--- config.mk ---
export PLATFORM = sky130hd
export DESIGN_NAME = divider_32bit
export DESIGN_NICKNAME = d
export VERILOG_FILES = /design/src/rtl/fp32_pkg.sv /design/src/rtl/fp32_unpack.sv /design/src/rtl/divider_32bit.sv
export SDC_FILE = /design/constraint.sdc
export NUM_CORES = 1
export LEC_CHECK = 0
export ABC_AREA = 1
export ABC_CLOCK_PERIOD_IN_PS = 3800
export CORE_MARGIN = 3
export CORE_UTILIZATION = 59
export DETAILED_ROUTE_END_ITERATION = 16
export DONT_BUFFER_PORTS = 1
export PLACE_DENSITY = 0.78
export SETUP_SLACK_MARGIN = 0.05
export SLEW_MARGIN = 15
export SYNTH_ARGS = -nofsm -noshare
export SYNTH_HDL_FRONTEND = slang
export SYNTH_SLANG_ARGS = --single-unit
--- constraint.sdc ---
create_clock -name clk -period 3.8 [get_ports clk]
set_clock_uncertainty 0.05 [all_clocks]
set_input_delay 0.57 -clock clk [delete_from_list [all_inputs] [get_ports clk]]
set_output_delay 0.57 -clock clk [all_outputs]
set_load 0.01 [all_outputs]
--- src/rtl/fp32_pkg.sv ---
// Shared IEEE-754 single-precision definitions for the FPU divide/multiply units.
// Holds field widths, special encodings, FSM state and operand class types.
package fp32_pkg;

    localparam int EXP_W = 8;
    localparam int MAN_W = 23;
    localparam int BIAS  = 127;
    localparam int QBITS = 27;

    localparam logic [31:0] QNAN    = 32'h7FC0_0000;
    localparam logic [31:0] POS_INF = 32'h7F80_0000;
    localparam logic [31:0] NEG_INF = 32'hFF80_0000;

    typedef enum logic [2:0] {
        ST_IDLE,
        ST_DIV,
        ST_NORM,
        ST_SPEC,
        ST_DONE
    } div_state_e;

    typedef enum logic [1:0] {
        FP_ZERO,
        FP_NORMAL,
        FP_INF,
        FP_NAN
    } fp_class_e;

    typedef struct packed {
        logic [31:0] res;
        logic        ovf;
        logic        unf;
        logic        dbz;
        logic        inv;
    } div_out_t;

    function automatic logic [31:0] signed_inf(input logic s);
        return s ? NEG_INF : POS_INF;
    endfunction

endpackage

--- src/rtl/fp32_unpack.sv ---
// Splits an IEEE-754 single into sign/exponent/mantissa (hidden bit restored)
// and classifies it; exponent field 0 is always treated as zero (flush-to-zero).
module fp32_unpack
    import fp32_pkg::*;
(
    input  logic [31:0]      i_op,
    output logic             o_sign,
    output logic [EXP_W-1:0] o_exp,
    output logic [MAN_W:0]   o_man,
    output fp_class_e        o_cls
);

    assign o_sign = i_op[31];
    assign o_exp  = i_op[30:23];
    assign o_man  = {1'b1, i_op[22:0]};

    always_comb begin
        o_cls = FP_NORMAL;
        if (i_op[30:23] == '0) begin
            o_cls = FP_ZERO;
        end else if (i_op[30:23] == '1) begin
            o_cls = (i_op[22:0] == '0) ? FP_INF : FP_NAN;
        end
    end

endmodule

--- src/rtl/divider_32bit.sv ---
// IEEE-754 single-precision divider: iterative restoring mantissa divide,
// round-to-nearest-even, flush-to-zero, one operation in flight.
module divider_32bit
    import fp32_pkg::*;
#(
    parameter int BITS_PER_CYCLE = 1
) (
    input  logic        clk,
    input  logic        rst,
    input  logic [31:0] i_a,
    input  logic [31:0] i_b,
    input  logic        i_vld,
    output logic [31:0] o_res,
    output logic        o_res_vld,
    output logic        o_busy,
    output logic        overflow,
    output logic        underflow,
    output logic        div_by_zero,
    output logic        invalid
);

    localparam int ITERS = QBITS / BITS_PER_CYCLE;
    localparam int CNT_W = 5;
    localparam logic signed [9:0] BIAS_S = 10'(BIAS);

    function automatic logic [24:0] round_rne(input logic [23:0] man, input logic g, input logic s);
        return {1'b0, man} + {24'd0, g & (s | man[0])};
    endfunction

    function automatic div_out_t pack_norm(input logic sign, input logic signed [9:0] e,
                                           input logic [22:0] frac);
        div_out_t r;
        r = '0;
        if (e >= 10'sd255) begin
            r.res = signed_inf(sign);
            r.ovf = 1'b1;
        end else if (e <= 10'sd0) begin
            r.res = {sign, 31'h0};
            r.unf = 1'b1;
        end else begin
            r.res = {sign, e[7:0], frac};
        end
        return r;
    endfunction

    function automatic div_out_t pack_special(input logic sign, input fp_class_e ca,
                                              input fp_class_e cb);
        div_out_t r;
        r = '0;
        if (ca == FP_NAN || cb == FP_NAN || (ca == FP_ZERO && cb == FP_ZERO) ||
            (ca == FP_INF && cb == FP_INF)) begin
            r.res = QNAN;
            r.inv = 1'b1;
        end else if (ca == FP_INF) begin
            r.res = signed_inf(sign);
        end else if (cb == FP_ZERO) begin
            r.res = signed_inf(sign);
            r.dbz = 1'b1;
        end else begin
            r.res = {sign, 31'h0};
        end
        return r;
    endfunction

    logic             ua_sign, ub_sign;
    logic [EXP_W-1:0] ua_exp, ub_exp;
    logic [MAN_W:0]   ua_man, ub_man;
    fp_class_e        ua_cls, ub_cls;

    fp32_unpack u_unpack_a (.i_op(i_a), .o_sign(ua_sign), .o_exp(ua_exp), .o_man(ua_man), .o_cls(ua_cls));
    fp32_unpack u_unpack_b (.i_op(i_b), .o_sign(ub_sign), .o_exp(ub_exp), .o_man(ub_man), .o_cls(ub_cls));

    div_state_e       state_q, state_d;
    logic             sign_q, sign_d;
    logic [EXP_W-1:0] ea_q, ea_d, eb_q, eb_d;
    logic [MAN_W:0]   mb_q, mb_d;
    fp_class_e        cls_a_q, cls_a_d, cls_b_q, cls_b_d;
    logic [24:0]      rem_q, rem_d;
    logic [QBITS-1:0] quo_q, quo_d;
    logic [CNT_W-1:0] cnt_q, cnt_d;
    logic [31:0]      res_q, res_d;
    logic             res_vld_q, res_vld_d, busy_q, busy_d;
    logic             ovf_q, ovf_d, unf_q, unf_d, dbz_q, dbz_d, inv_q, inv_d;

    logic [24:0]        div_rem;
    logic [QBITS-1:0]   div_quo;
    logic signed [9:0]  e_base, e_pre, e_fin;
    logic [23:0]        man_pre;
    logic [24:0]        man_rnd;
    logic [22:0]        frac;
    logic               g_bit, s_bit;
    div_out_t           norm_out, spec_out;

    // Remainder stays below mb after each subtract, so the left shift never overflows 25 bits.
    always_comb begin
        div_rem = rem_q;
        div_quo = quo_q;
        for (int k = 0; k < BITS_PER_CYCLE; k++) begin
            if (div_rem >= {1'b0, mb_q}) begin
                div_rem = div_rem - {1'b0, mb_q};
                div_quo = {div_quo[QBITS-2:0], 1'b1};
            end else begin
                div_quo = {div_quo[QBITS-2:0], 1'b0};
            end
            div_rem = div_rem << 1;
        end
    end

    always_comb begin
        e_base = $signed({2'b00, ea_q}) - $signed({2'b00, eb_q});
        if (quo_q[QBITS-1]) begin
            man_pre = quo_q[26:3];
            g_bit   = quo_q[2];
            s_bit   = (|quo_q[1:0]) | (|rem_q);
            e_pre   = e_base + BIAS_S;
        end else begin
            man_pre = quo_q[25:2];
            g_bit   = quo_q[1];
            s_bit   = quo_q[0] | (|rem_q);
            e_pre   = e_base + BIAS_S - 10'sd1;
        end
        man_rnd = round_rne(man_pre, g_bit, s_bit);
        if (man_rnd[24]) begin
            frac  = man_rnd[23:1];
            e_fin = e_pre + 10'sd1;
        end else begin
            frac  = man_rnd[22:0];
            e_fin = e_pre;
        end
        norm_out = pack_norm(sign_q, e_fin, frac);
        spec_out = pack_special(sign_q, cls_a_q, cls_b_q);
    end

    always_comb begin
        state_d   = state_q;
        sign_d    = sign_q;
        ea_d      = ea_q;
        eb_d      = eb_q;
        mb_d      = mb_q;
        cls_a_d   = cls_a_q;
        cls_b_d   = cls_b_q;
        rem_d     = rem_q;
        quo_d     = quo_q;
        cnt_d     = cnt_q;
        res_d     = res_q;
        res_vld_d = 1'b0;
        busy_d    = busy_q;
        ovf_d     = ovf_q;
        unf_d     = unf_q;
        dbz_d     = dbz_q;
        inv_d     = inv_q;
        case (state_q)
            ST_IDLE: begin
                if (i_vld) begin
                    sign_d  = ua_sign ^ ub_sign;
                    ea_d    = ua_exp;
                    eb_d    = ub_exp;
                    mb_d    = ub_man;
                    cls_a_d = ua_cls;
                    cls_b_d = ub_cls;
                    rem_d   = {1'b0, ua_man};
                    quo_d   = '0;
                    cnt_d   = CNT_W'(ITERS - 1);
                    busy_d  = 1'b1;
                    ovf_d   = 1'b0;
                    unf_d   = 1'b0;
                    dbz_d   = 1'b0;
                    inv_d   = 1'b0;
                    state_d = (ua_cls == FP_NORMAL && ub_cls == FP_NORMAL) ? ST_DIV : ST_SPEC;
                end
            end
            ST_DIV: begin
                rem_d = div_rem;
                quo_d = div_quo;
                if (cnt_q == '0) begin
                    state_d = ST_NORM;
                end else begin
                    cnt_d = cnt_q - CNT_W'(1);
                end
            end
            ST_NORM: begin
                res_d     = norm_out.res;
                ovf_d     = norm_out.ovf;
                unf_d     = norm_out.unf;
                dbz_d     = norm_out.dbz;
                inv_d     = norm_out.inv;
                res_vld_d = 1'b1;
                state_d   = ST_DONE;
            end
            ST_SPEC: begin
                res_d     = spec_out.res;
                ovf_d     = spec_out.ovf;
                unf_d     = spec_out.unf;
                dbz_d     = spec_out.dbz;
                inv_d     = spec_out.inv;
                res_vld_d = 1'b1;
                state_d   = ST_DONE;
            end
            ST_DONE: begin
                busy_d  = 1'b0;
                state_d = ST_IDLE;
            end
            default: state_d = ST_IDLE;
        endcase
    end

    // Control and architected outputs reset; the divide datapath is don't-care until loaded.
    always_ff @(posedge clk) begin
        if (rst) begin
            state_q   <= ST_IDLE;
            res_q     <= '0;
            res_vld_q <= 1'b0;
            busy_q    <= 1'b0;
            ovf_q     <= 1'b0;
            unf_q     <= 1'b0;
            dbz_q     <= 1'b0;
            inv_q     <= 1'b0;
        end else begin
            state_q   <= state_d;
            res_q     <= res_d;
            res_vld_q <= res_vld_d;
            busy_q    <= busy_d;
            ovf_q     <= ovf_d;
            unf_q     <= unf_d;
            dbz_q     <= dbz_d;
            inv_q     <= inv_d;
        end
        sign_q  <= sign_d;
        ea_q    <= ea_d;
        eb_q    <= eb_d;
        mb_q    <= mb_d;
        cls_a_q <= cls_a_d;
        cls_b_q <= cls_b_d;
        rem_q   <= rem_d;
        quo_q   <= quo_d;
        cnt_q   <= cnt_d;
    end

    assign o_res       = res_q;
    assign o_res_vld   = res_vld_q;
    assign o_busy      = busy_q;
    assign overflow    = ovf_q;
    assign underflow   = unf_q;
    assign div_by_zero = dbz_q;
    assign invalid     = inv_q;

endmodule

Word-level counts from Yosys, hierarchy flattened
Cells that the tools add are included.
{ "classes": {"n_mux": 47, "div": 0, "n_shift": 0, "eq_ne": 15, "n_lt_le_gt_ge": 3, "n_reduce_logical": 27, "n_bitwise": 5, "n_mul": 0, "n_addsub": 7} }
{ "ops": {"columns": ["operator", "count"], "rows": [
  ["two-way mux 32 bit", 5],
  ["case mux 32 bit (2 select lines)", 1],
  ["case mux 27 bit (2 select lines)", 1],
  ["case mux 25 bit (2 select lines)", 1],
  ["two-way mux 24 bit", 2],
  ["logical NOT 23 bit", 2],
  ["two-way mux 31 bit", 1],
  ["two-way mux 27 bit", 1],
  ["adder 24 x 1 -> 25 bit", 1],
  [">= comparator 25 x 24 -> 1 bit", 1],
  ["two-way mux 25 bit", 1],
  ["OR reduction 25 bit", 1],
  ["subtractor 24 bit", 1],
  ["two-way mux 23 bit", 1],
  ["two-way mux 10 bit", 2],
  ["equality test 8 bit, second input constant", 2],
  ["logical NOT 8 bit", 2],
  ["two-way mux 1 bit", 15],
  ["case mux 1 bit (3 select lines)", 4],
  ["adder 10 x 2 -> 10 bit, second input constant", 1],
  ["adder 9 x 8 -> 10 bit, second input constant", 1],
  [">= comparator 10 x 9 -> 1 bit, second input constant", 1],
  ["<= comparator 10 x 1 -> 1 bit, second input constant", 1],
  ["two-way mux 2 bit", 5],
  ["27 further kinds", 50]
]} }
{ "totals": {"reg_bits": 142, "elab_cells": 121, "latch_bits": 0, "mem_bits_ro": 0, "memories": 0, "in_bits": 67, "mem_bits_rw": 0} }

Logic depth before layout (Yosys ltp)
{ "logic_depth": {"ltp_word": 11, "ltp_mapped": 28} }

By module
Synthesis repeated with hierarchy kept, for this count alone.
{ "hier_totals": {"cells_unflattened": 1375, "area_unflattened_um2": 10104.7} }
{ "modules_own_cells": {"columns": ["mod", "instances", "area_per_inst_um2", "cells_each"], "rows": [
  ["divider_32bit", 1, 9283.9, 1225],
  ["fp32_unpack", 2, 410.4, 75]
]} }

Worst setup path before layout
No wires, ideal clock.
{ "synth_path": {"kind": "register to register", "startpoint": "register quo_q[26]", "endpoint": "register res_q[26], in the netlist o_res[26]", "arrival_ps": 3503, "stages_incl_launch_ff": 24, "required_time_ps": 3680, "path_buffers": 4, "setup_time_ps": 70, "slack_ps": 177, "synth_period_minus_slack_ps": 3623, "path_cell_list": "edfxtp_1 -> buf_6 -> buf_4 -> buf_4 -> o21ai_0 -> nor4_1 -> a41oi_1 -> ha_1 -> ha_1 -> nand3_2 -> nor2_4 -> nand3_2 -> nor2_4 -> nand4_4 -> nor2_4 -> nand4_2 -> nor2_2 -> nand2_2 -> o21ai_4 -> nand2_1 -> nand2_2 -> buf_6 -> nand3_1 -> a21oi_1"} }
{ "synth_between": {"elab_chain_cells": 9} }
{ "synth_lines": {"columns": ["item", "line_no", "text"], "rows": [
  ["start, declared", "divider_32bit.sv:79", "logic [QBITS-1:0] quo_q, quo_d;"],
  ["start signal, assigned", "divider_32bit.sv:235", "quo_q <= quo_d;"],
  ["two-way mux 1 bit or two-way mux 24 bit (tied branches)", "divider_32bit.sv:111", "if (quo_q[QBITS-1]) begin"],
  ["OR 1 bit", "divider_32bit.sv:27", "return {1'b0, man} + {24'd0, g & (s | man[0])};"],
  ["AND 1 bit", "divider_32bit.sv:27", null],
  ["adder 24 x 1 -> 25 bit", "divider_32bit.sv:27", null],
  ["two-way mux 10 bit *", "divider_32bit.sv:123", "if (man_rnd[24]) begin"],
  ["<= comparator 10 x 1 -> 1 bit", "divider_32bit.sv:37", "end else if (e <= 10'sd0) begin"],
  ["two-way mux 31 bit", "divider_32bit.sv:37", null],
  ["two-way mux 32 bit *", "divider_32bit.sv:34", "if (e >= 10'sd255) begin"],
  ["case mux 32 bit (2 select lines) *", "divider_32bit.sv:152", "case (state_q)"],
  ["end signal, assigned", "divider_32bit.sv:220", "res_q <= res_d;"],
  ["end, declared", "divider_32bit.sv:81", "logic [31:0] res_q, res_d;"]
]} }
Mark *: on every way between the ends. The rest lies on a longest branch, timed or not.
A chain may end at the register's enable or synchronous reset.

Final worst setup path
{ "layout_path": {"startpoint": "register quo_q[26]", "endpoint": "register res_q[11], in the netlist o_res[11]"} }
{ "layout_between": {"elab_chain_cells": 9} }
{ "layout_lines": {"columns": ["item", "line_no"], "rows": [
  ["two-way mux 1 bit or two-way mux 24 bit (tied branches)", "divider_32bit.sv:111"],
  ["OR 1 bit", "divider_32bit.sv:27"],
  ["AND 1 bit", "divider_32bit.sv:27"],
  ["adder 24 x 1 -> 25 bit", "divider_32bit.sv:27"],
  ["two-way mux 10 bit", "divider_32bit.sv:123"],
  ["<= comparator 10 x 1 -> 1 bit", "divider_32bit.sv:37"],
  ["two-way mux 31 bit", "divider_32bit.sv:37"],
  ["two-way mux 32 bit *", "divider_32bit.sv:34"],
  ["case mux 32 bit (2 select lines) *", "divider_32bit.sv:152"]
]} }
Marks and branches as above.

==> flow_metrics.env <==
export IMPL_initial_core_util=0.614
export IMPL_num_rows=44
export IMPL_drv_max_cap_violation_count=0
export IMPL_fin_setup_tns_ns=0
export IMPL_timing_final_setup_violations=0
export IMPL_layout_core_utilization=0.691
export IMPL_post_dp_hpwl_um=16000
export IMPL_largest_net_degree_at_the_start_of_global_routing=73
export IMPL_worstMarginPinSlew_ns=0.988
export IMPL_min_path_type="input pin to flop"
export IMPL_global_route_usage_total=0.257
export IMPL_syn_area_per_cell_um2=7.55
export IMPL_rsz0062_at_grt="true"
export IMPL_cp_required_ns=4.10
export IMPL_synth_largest_area_cell="sky130_fd_sc_hd__edfxtp_1"
export IMPL_cts_inserted_buffers=17
export IMPL_latest_clock_arrival_within_the_worst_skew_pair_ns=0.42
export IMPL_routed_wire_length_per_instance_um=15.8
export IMPL_multiInputGateArea_um2=4830
export IMPL_met3_length_um=1510
export IMPL_synth_cells=1205
export IMPL_drt_pass1_iterations=5
export IMPL_critPathLaunchType="flop"
export IMPL_h_tree_depth=4
export IMPL_p_leak_nw=4.35
export IMPL_synthTopCellsByArea="sky130_fd_sc_hd__edfxtp_1 33%, sky130_fd_sc_hd__nand2_1 14%, sky130_fd_sc_hd__dfxtp_1 9.0%"
export IMPL_final_cells=1411
export IMPL_grt_pass1_wl_um=34700
export IMPL_clkSlewWorstSetupHoldPaths_ns=0.06
export IMPL_layout_setup_ws_ns=0.174
export IMPL_grt_pass1_vias=7391
export IMPL_drt_wl_total_um=22300
export IMPL_tritoncts="yes"
export IMPL_yosys_warnings=0
export IMPL_design_die_area_um2=16900
export IMPL_final_layout_size_suffix_gt1_frac=0.108
export IMPL_post_cts_hold_buffer_count=0
export IMPL_max_vdd_ir_drop_v=0.000286
export IMPL_via_density=5.74
export IMPL_mappedNetlistNets=1311
export IMPL_coreArea_um2=14800
export IMPL_die_height_um=130
export IMPL_cts_max_path_buffers=2
export IMPL_layout_filler_cells=1175
export IMPL_numPlacedInstances=1370
export IMPL_dr_max_layer_used="met4"
export IMPL_synth_distinct_cells=43
export IMPL_number_of_design_rule_violations_left_after_detail_routing=0
export IMPL_drtAntennaViolNets=0
export IMPL_dp_worst_setup_slack_ns=0.120
export IMPL_yosysSeqAreaShare=0.424
export IMPL_via_count=8096
export IMPL_total_inserted_antenna_cells=0
export IMPL_layout_area_seq_um2=3850
export IMPL_finalHoldViolCount=0
export IMPL_outcome="completed"
export IMPL_highest_fanout_seen_on_the_critical_path=15
export IMPL_most_common_layout_cells="317 x sky130_fd_sc_hd__nand2_1, 137 x sky130_fd_sc_hd__inv_1, 112 x sky130_fd_sc_hd__nor2_1"
export IMPL_fmaxAchievable_mhz=276
export IMPL_port_buffer_count=0
export IMPL_max_slew_margin=0.339
export IMPL_synthToLayoutAreaGrowth_pct=12.5
export IMPL_mappedNetlistArea_um2=9100
export IMPL_power_density_nw_per_um2=476
export IMPL_met1_length_um=9750
export IMPL_worst_ep_arrival_time_ns=3.93
export IMPL_tritoncts_num_sinks=142
export IMPL_overflow=0
export IMPL_finalWeightedCongestion=0.927
export IMPL_post_route_min_period_ns=3.63
export IMPL_finalNetCount=1320
export IMPL_worstSetupPathType="flop to flop"
export IMPL_first_iter_violations=772
export IMPL_min_period_over_period=0.954
export IMPL_flop_and_latch_count_out_of_synthesis=142
export IMPL_critical_path_endpoint_type="flop"
export IMPL_synth_largest_type_area_fraction=0.333
export IMPL_dieWidth_um=130
export IMPL_most_common_library_cell_in_the_layout_ignoring_fill_and_taps="sky130_fd_sc_hd__nand2_1"
export IMPL_clk_root_buffer_cell="sky130_fd_sc_hd__clkbuf_16"
export IMPL_grt_antenna_before_repair=0
export IMPL_final_slew_viol_count=0
export IMPL_pin_count=105
export IMPL_met2WireLength_um=10600
-- registers in the layout (all words and copies together) (netlist names) --
register,flops
ea_q,8
cnt_q,5
state_q,3
cls_a_q,2
overflow,1
underflow,1
o_busy,1
quo_q,27
o_res_vld,1
invalid,1
sign_q,1
o_res,32
mb_q,23
div_by_zero,1
cls_b_q,2
eb_q,8
rem_q,25
-- metal layers --
metal | vias up | global-route usage
li1 | 4055 | -
met1 | 3742 | 0.337
met2 | 256 | 0.427
met3 | 43 | 0.0606
met4 | 0 | 0.0752
met5 | - | 0
-- path summary, 6_finish.rpt --
check | startpoint | cells past startpoint | slack, ns | endpoint
setup reg to reg | quo_q[26] | 21 | 0.17 | o_res[11]
hold / removal | rst | 1 | 0.16 | overflow
setup / recovery | quo_q[26] | 21 | 0.17 | o_res[11]
hold reg to reg | overflow | 2 | 0.46 | overflow
-- cell families (layout without fill, tap and decap cells) --
kind of cell | Yosys count | in the layout | synth area share
xor gates and xnor gates | 33 | 33 | 0.0318
adders and majority gates | 39 | 39 | 0.0553
buffers and inverters | 178 | 199 | 0.0803
AOI/OAI and AO/OA | 197 | 197 | 0.116
DFF | 142 | 142 | 0.424
and+or+nand+nor | 616 | 617 | 0.293
-- metrics by stage --
step           area [um2]  hold WS [ns]  power (mW)
2_1_floorplan        9100         0.425        2.87
3_3_place_gp         9290         0.449        3.10
3_5_place_dp         9290         0.450        3.12
4_1_cts              9870         0.142        4.73
5_1_grt             10200         0.140        5.14
6_report            10200         0.158        4.87
-- final cells by class --
type                            count  area share
Tap cell                          184      0.0225
Clock buffer                       18      0.0429
Sequential cell                   142       0.377
Clock inverter                     14      0.0126
Timing Repair Buffer               22      0.0203
Inverter                          145      0.0532
Multi-Input combinational cell    886       0.472
-- cell usage after synthesis, drive strengths merged --
master and count:
buf 15, fa 2, o21a 1, nand4 33, a41oi 2, or2 1
a21oi 106, nor2 127, nor4 20, o211ai 7, ha 37, o41ai 1
o311ai 1, nor3 16, nand3 73, o21bai 2, o21ai 73, a31oi 2
clkbuf 18, xor2 17, dfxtp 41, inv 141, nand3b 5, xnor2 16
nand2 341, a211oi 1, edfxtp 101, clkinv 4, o2111ai 1
-- report_power, final --
part           internal, mW  total [mW]  switching [mW]
combinational         0.470        1.38           0.908
sequential             1.81        1.88          0.0755
clock                 0.930        1.61           0.683
-- what timing repair did --
action	4_1_cts	5_1_grt
buffers inserted	0	7
setup endpoints to repair	2	41
pin swaps	0	24
resized for setup	2	70
gates cloned	0	2
-- critical path, cell delays in order, from the launching register on --
cell and delay [ns]:
sky130_fd_sc_hd__edfxtp_1 0.41, sky130_fd_sc_hd__inv_1 0.11, sky130_fd_sc_hd__o2111ai_2 0.21, sky130_fd_sc_hd__nor2_1 0.07, sky130_fd_sc_hd__a41oi_2 0.14, sky130_fd_sc_hd__ha_2 0.21, sky130_fd_sc_hd__ha_2 0.21, sky130_fd_sc_hd__nand3_2 0.10
sky130_fd_sc_hd__nor2_4 0.13, sky130_fd_sc_hd__nand3_2 0.13, sky130_fd_sc_hd__nor2_4 0.17, sky130_fd_sc_hd__nand4_4 0.13, sky130_fd_sc_hd__nor2_4 0.23, sky130_fd_sc_hd__nand4_4 0.12, sky130_fd_sc_hd__nor2_4 0.12, sky130_fd_sc_hd__nand2_2 0.08
sky130_fd_sc_hd__o21ai_4 0.21, sky130_fd_sc_hd__nand2_2 0.11, sky130_fd_sc_hd__nand2_4 0.12, sky130_fd_sc_hd__buf_12 0.15, sky130_fd_sc_hd__nand4_1 0.13, sky130_fd_sc_hd__a21oi_2 0.18
(Power assumes the default switching activity.)
